<file path="src/rtl/bimodal_btb_predictor.sv">
// Direct-mapped BTB with 2-bit saturating direction counters and saturating
// hit / mispredict statistics. Lookup is combinational; training is registered.
module bimodal_btb_predictor #(
    parameter int unsigned ENTRIES    = 16,
    parameter int unsigned STAT_WIDTH = 32
) (
    input  logic                  CLK,
    input  logic                  RST,
    input  logic [31:0]           current_pc,
    input  logic                  is_rv32c,
    input  logic                  is_branch,
    input  logic                  is_jump,
    input  logic [12:0]           imm_sb,
    input  logic [31:0]           instr,
    input  logic                  update_predictor,
    input  logic [31:0]           pc_to_update,
    input  logic [31:0]           update_addr,
    input  logic                  branch_result,
    input  logic                  prediction,
    input  logic                  direction,
    output logic                  predict_taken,
    output logic [31:0]           target_addr,
    output logic [STAT_WIDTH-1:0] hit_count,
    output logic [STAT_WIDTH-1:0] mispredict_count
);

    localparam int unsigned IW = $clog2(ENTRIES);
    localparam int unsigned TW = 31 - IW;

    logic          valid_q  [ENTRIES];
    logic [TW-1:0] tag_q    [ENTRIES];
    logic [31:0]   target_q [ENTRIES];
    logic [1:0]    ctr_q    [ENTRIES];

    logic [STAT_WIDTH-1:0] hit_cnt_q, hit_cnt_d;
    logic [STAT_WIDTH-1:0] misp_cnt_q, misp_cnt_d;

    // Bit 0 of both PCs is always zero for halfword-aligned code.
    logic unused_inputs;
    assign unused_inputs = ^{imm_sb, instr, direction, current_pc[0], pc_to_update[0]};

    logic [IW-1:0] rd_idx;
    logic [TW-1:0] rd_tag;
    logic          rd_hit;

    assign rd_idx = current_pc[IW:1];
    assign rd_tag = current_pc[31:IW+1];
    assign rd_hit = valid_q[rd_idx] && (tag_q[rd_idx] == rd_tag);

    assign predict_taken = rd_hit && (is_jump || (is_branch && ctr_q[rd_idx][1]));
    assign target_addr   = predict_taken ? target_q[rd_idx]
                                         : current_pc + (is_rv32c ? 32'd2 : 32'd4);

    logic [IW-1:0] wr_idx;
    logic [TW-1:0] wr_tag;
    logic          wr_hit;
    logic          wr_en;
    logic [1:0]    wr_ctr_d;
    logic [31:0]   wr_target_d;

    assign wr_idx = pc_to_update[IW:1];
    assign wr_tag = pc_to_update[31:IW+1];
    assign wr_hit = valid_q[wr_idx] && (tag_q[wr_idx] == wr_tag);

    always_comb begin
        wr_en       = 1'b0;
        wr_ctr_d    = ctr_q[wr_idx];
        wr_target_d = target_q[wr_idx];
        if (update_predictor) begin
            if (wr_hit) begin
                wr_en = 1'b1;
                if (branch_result) begin
                    wr_ctr_d    = (ctr_q[wr_idx] == 2'b11) ? 2'b11 : ctr_q[wr_idx] + 2'b01;
                    wr_target_d = update_addr;
                end else begin
                    wr_ctr_d = (ctr_q[wr_idx] == 2'b00) ? 2'b00 : ctr_q[wr_idx] - 2'b01;
                end
            end else if (branch_result) begin
                // Allocate on a taken miss, starting weakly taken.
                wr_en       = 1'b1;
                wr_ctr_d    = 2'b10;
                wr_target_d = update_addr;
            end
        end
    end

    always_ff @(posedge CLK or posedge RST) begin
        if (RST) begin
            for (int i = 0; i < ENTRIES; i++) begin
                valid_q[i]  <= 1'b0;
                tag_q[i]    <= '0;
                target_q[i] <= '0;
                ctr_q[i]    <= 2'b01;
            end
        end else if (wr_en) begin
            valid_q[wr_idx]  <= 1'b1;
            tag_q[wr_idx]    <= wr_tag;
            target_q[wr_idx] <= wr_target_d;
            ctr_q[wr_idx]    <= wr_ctr_d;
        end
    end

    always_comb begin
        hit_cnt_d  = hit_cnt_q;
        misp_cnt_d = misp_cnt_q;
        if (rd_hit && (is_branch || is_jump) && (hit_cnt_q != '1)) begin
            hit_cnt_d = hit_cnt_q + STAT_WIDTH'(1);
        end
        if (update_predictor && (prediction != branch_result) && (misp_cnt_q != '1)) begin
            misp_cnt_d = misp_cnt_q + STAT_WIDTH'(1);
        end
    end

    always_ff @(posedge CLK or posedge RST) begin
        if (RST) begin
            hit_cnt_q  <= '0;
            misp_cnt_q <= '0;
        end else begin
            hit_cnt_q  <= hit_cnt_d;
            misp_cnt_q <= misp_cnt_d;
        end
    end

    assign hit_count        = hit_cnt_q;
    assign mispredict_count = misp_cnt_q;

endmodule

</file>
<file path="config.mk">
export PLATFORM = sky130hd
export DESIGN_NAME = bimodal_btb_predictor
export DESIGN_NICKNAME = d
export VERILOG_FILES = /design/src/rtl/bimodal_btb_predictor.sv
export SDC_FILE = /design/constraint.sdc
export NUM_CORES = 2
export LEC_CHECK = 0
export CAP_MARGIN = 25
export CORE_UTILIZATION = 55
export CTS_CLUSTER_SIZE = 24
export DETAILED_ROUTE_END_ITERATION = 10
export HOLD_SLACK_MARGIN = 0.08
export PLACE_DENSITY = 0.8
export SLEW_MARGIN = 10
export SYNTH_ARGS = -nofsm -noshare
export SYNTH_HDL_FRONTEND = slang
export SYNTH_SLANG_ARGS = --single-unit
</file>
<file path="constraint.sdc">
create_clock -name CLK -period 90.9 [get_ports CLK]
set_clock_uncertainty 0.1 [all_clocks]
set_input_delay 18.18 -clock CLK [delete_from_list [all_inputs] [get_ports CLK]]
set_output_delay 18.18 -clock CLK [all_outputs]
set_load 0.01 [all_outputs]
</file>
Word level (Yosys, flattened, before mapping). Cells that the tools add are included.

Memory bits (writable): 0. Latch bits: 0. Register bits: 1056. Input port bits: 150. Logic and storage cells: 143. Memories kept: 0. Output and inout port bits: 97. Memory bits (read-only): 0.

Multipliers: 0. Shift operators: 0. Bitwise operators: 3. Muxes and demuxes: 48. Equal/unequal tests: 6. Order comparisons: 3. Divide/modulo/power cells: 0. Add/subtract/negate cells: 5. Reductions and logical operators: 12.

Operators with widths (count): bitwise mux 512 bit (1); bitwise mux 432 bit (1); binary-select mux 32 bit (select 4 bit) (2); two-way mux 32 bit (8); binary-select mux 27 bit (select 4 bit) (2); two-way mux 27 bit (5); demux 32 bit (select 4 bit) (1); demux 27 bit (select 4 bit) (1); adder 32 x 1 -> 32 bit, second input constant (2); != test 32 bit, second input constant (2); equality test 27 bit (2); adder 32 x 3 -> 32 bit (1); bitwise mux 32 bit (1); two-way mux 2 bit (11); binary-select mux 2 bit (select 4 bit) (2); OR 16 bit (1); greater-or-equal comparator 5 bit, second input constant (2); NOT 4 -> 5 bit (2); logical AND 1 bit (9); binary-select mux 1 bit (select 4 bit) (2); demux 2 bit (select 4 bit) (1); two-way mux 1 bit (8); < comparator 5 x 1 -> 1 bit, second input constant (1); demux 1 bit (select 4 bit) (1); 7 further kinds (8).

Depth between registers and ports, before layout.
Depth after elaboration: 10. Mapped depth: 18.

Least setup slack after synthesis. Ideal clock, no wire load.

Path kind: in2out. Start: input port current_pc[1]. End: output port target_addr[10]. Arrival: 21960 ps. Cell stages on the path: 15. Path buffers: 6. Setup slack: 50660 ps. Cell sequence: buf_2 > buf_2 > buf_4 > buf_2 > mux4_2 > mux4_2 > xnor2_1 > nand3_1 > a211oi_1 > o211ai_1 > nor4_1 > and2_1 > buf_2 > buf_2 > mux2_2.

Cells in the longest elaborated chain, start to end: 8. Elaborated cells between the ends (all ways): 20. Classes of those cells: 1 x add/sub; 1 x eq/ne; 13 x mux; 1 x bitwise; 4 x reduce/logical.

RTL lines: start, declared (line 9) `input logic [31:0] current_pc,`; NOT 4 -> 5 bit (not written as such) (line 48, 50, 51); binary-select mux 27 bit (select 4 bit) / binary-select mux 2 bit (select 4 bit) (equally long branches) (line 48, 50); two-way mux 27 bit (not written as such) / two-way mux 2 bit (equally long branches) (2 in series) (line 48, 50); equality test 27 bit / logical AND 1 bit (equally long branches) (line 48, 50); logical AND 1 bit / logical OR 1 bit (equally long branches) (line 48, 50); logical AND 1 bit (line 50) `assign predict_taken = rd_hit && (is_jump || (is_branch && ctr_q[rd_idx][1]));`; two-way mux 32 bit (*) (line 51) `assign target_addr = predict_taken ? target_q[rd_idx]`; end, declared (line 22) `output logic [31:0] target_addr,`.

Mark *: on every way between the ends. The rest lies on a longest branch, timed or not. The select of a mux whose other input is x is not followed.

Worst setup path in the final report.
Start: input port current_pc[2]. End: output port target_addr[20].

The elaborated chain is that of the path after synthesis.

==> metrics.md <==
| Metric | Value |
|---|---|
| Delay-heaviest family, CP | buffers and inverters |
| Total grt overflow | 0 |
| Dpl hpwl | 101000 um |
| Synthesis-to-layout area growth | 11.7% |
| Worst path slowest cell | buf_4 |
| Fraction of registers with async set/reset | 100% |
| Pre-Repair DR Iteration Count | 5 |
| Final non-filler cell total | 5472 |
| Post-synthesis sequential area ratio | 45.8% |
| Clock latency on the worst-skew pair | 0.72 ns |
| Via/cell ratio | 6.94 |
| GPL Wtd Cong | 0.969 |
| R2r worst-path depth | 10 |
| Starting density of the core | 55.7% |
| Final Cycle Share | 47.3% |
| Drt drc | 0 |
| Tmin final | 42.99 ns |
| Slew @ Worst Pin | 1.25 ns |
| Post-CTS setup buffers | 0 |
| CTS sink cnt | 1056 |
| Share of cells above drive strength 1 | 42.6% |
| Die ar. | 106000 um2 |
| Worst path bufs/invs | 4 |
| VDD IR max | 0.0156 mV |
| Ys flop type | dfrtp_1 |
| Clock buffer depth | 3 |
| # port buffers | 199 |
| CP dominant cell by count | buf_4 |
| Req. time, crit path | 72.62 ns |
| Most common cell after layout, fill and taps aside | dfrtp_1 |
| Initial drt markers | 4371 |
| Cell variety after synth | 71 |
| Post-Syn Instances | 3976 |
| Worst Hold Class | flip-flop to flip-flop |
| Leak | 28.6 nW |
| Hold path cells | 1 |
| CTS Buf Count | 110 |
| Critical setup path kind | input port to primary output |
| Post-synth EDFFs | 0 |
| Worst-path clk slew | 0.06 ns |
| RSZ-0062 raised after global routing | false |
| Via count | 37984 |
| CTS tree | yes |
| Setup tns final | 0 ns |
| WP depth | 13 |
| Final hold vios | 0 |
| Number of global-route vias before repair | 38564 |
| DIE HEIGHT | 326 um |
| Status | finished, final reports clean |
| Worst Path Arrival | 24.71 ns |
| Worst stage delay on the critical path | 0.92 ns |
| Placed Instances | 5254 |
| Syn avg cell area | 14.5 um2 |
| Synth Cell Area | 57800 um2 |
| Die Width | 326 um |
| Largest net degree at the start of global routing | 142 |
| Ports | 247 |
| # H-tree levels | 3 |
| GRT Overall Usage | 32.0% |
| Routed Antenna Nets | 0 |
| Cell Chain, Critical Path | buf_8, buf_4, mux2i_1, a22o_1, o31a_1, a221oi_1, a41oi_1, or4b_2, nor4_2, buf_4, and2_2, o21ai_0, clkdlybuf4s50_1 |
| Nets@finish | 4149 |
| Fmax | 23.3 MHz |
| Share of the synthesized area in the top cell type | 45.0% |
| Antenna violations before repair | 13 |
| Max-slew violations | 0 |
| Worst slew margin | 15.7% |
| Top cells by area, synth | dfrtp_1 45%, mux4_2 19%, mux2_2 18% |
| Placeable Area | 104000 um2 |
| Maximum fanout along the worst path | 84 |
| Register bit total from synthesis | 1056 |
| Post-cts sizing count | 0 |
| Most frequent cells in the layout | 1040 x dfrtp_1, 949 x mux2_2, 478 x mux4_2, 191 x clkdlybuf4s50_1, 187 x mux2i_1 |
| MaxCap Viol Count | 0 |
| Final WL | 169000 um |
| Hold-fix buffers, CTS | 0 |
| Final Power | 1.30 mW |
| Cell taking the most area after synthesis | dfrtp_1 |
| Startpoint Class | input port |
| Syn Nets | 4131 |
| First-pass GRT wire length | 253000 um |
| Clk root buf | clkbuf_16 |
| FP Rows | 118 |
| Pwr/cell area | 20.2 nW/um2 |
| CP Capture Type | primary output |
| Setup violators final | 0 |
| Synth warn | 0 |
| Drt wl/cell | 30.8 um |
[cells by family after synthesis]
group,synth area share (%)
buffers and inverters,3.06
AOI/OAI and AO/OA,3.24
adders and majority gates,0.139
DFF,45.8
muxes,41.9
and+or+nand+nor,3.77
xor gates and xnor gates,2.14
[final timing paths]
path                                   end  slack [ns]     startpoint
min in group asynchronous    target_q[508]       17.76            RST
max in group asynchronous    target_q[231]       68.91            RST
max reg2reg                   target_q[38]       85.60     tag_q[319]
max                        target_addr[20]       47.91  current_pc[2]
min                              ctr_q[24]        0.38      ctr_q[24]
min reg2reg                      ctr_q[24]        0.38      ctr_q[24]
[worst reg2reg max path, delay by kind of cell (launching register included)]
| family | cells | cell delay (ns) |
|---|---|---|
| buffers and inverters | 2 | 1.15 |
| multiplexers | 3 | 1.39 |
| AND/OR/NAND/NOR | 2 | 1.35 |
| XOR/XNOR | 1 | 0.21 |
| AO/OA/AOI/OAI | 2 | 0.59 |
| flip-flops | 1 | 0.40 |
[per-layer routing]
layer	up-vias	part of all wire (%)	global-route usage, %	routed length (um)
met5	-	0.056	0	94
met1	20207	40	44.7	67100
li1	15355	-	-	-
met2	1972	45	47.4	76700
met4	16	4.4	13.1	7440
met3	434	10	8.83	17400
[metrics by stage]
step                      util (%)  cell area, um2  hold WS, ns  worst slack [ns]
after floorplan                  -           57800        0.346             42.92
after global placement        58.4           60700        0.362             48.20
after detailed placement      58.5           60700        0.370             48.19
after CTS                     62.0           64300        0.380             48.15
after global routing          62.2           64500        0.387             47.76
final                         62.2           64500        0.381             47.91
[area by class of cell]
class	instances	area, um2
Fill cell	7461	39200
Multi-Input combinational cell	2504	29700
Sequential cell	1056	26400
Clock buffer	161	3240
Timing Repair Buffer	275	2780
Tap cell	1380	1730
Clock inverter	44	420
Inverter	47	186
Antenna cell	5	12.5
[flip-flops by register name, indices dropped and copies added, names as in the netlist]
signal	cells
hit_count	32
target_q	512
mispredict_count	32
ctr_q	32
tag_q	432
valid_q	16
[Yosys cell counts (all sizes together) (8+ instances only)]
library cell,number
nor3,37
o211ai,9
a2bb2oi,17
and2,16
nand2b,20
inv,47
nand2,93
o22ai,17
a221oi,10
nor4,14
mux2i,187
xor2,57
a31oi,8
o2bb2ai,18
mux4,478
dfrtp,1040
dfstp,16
nor2b,17
a22oi,55
a21oi,22
o21ai,30
nand4,26
xnor2,84
a211oi,8
a22o,11
buf,187
nand3,78
and3,23
nor2,54
mux2,1027
clkbuf,182
[power breakdown]
| part | total, mW | switching (mW) | internal, mW |
|---|---|---|---|
| Sequential | 0.590 | 0.0515 | 0.538 |
| Combinational | 0.255 | 0.116 | 0.140 |
| Clock | 0.458 | 0.196 | 0.261 |
Power figures use the tool's default switching activity.
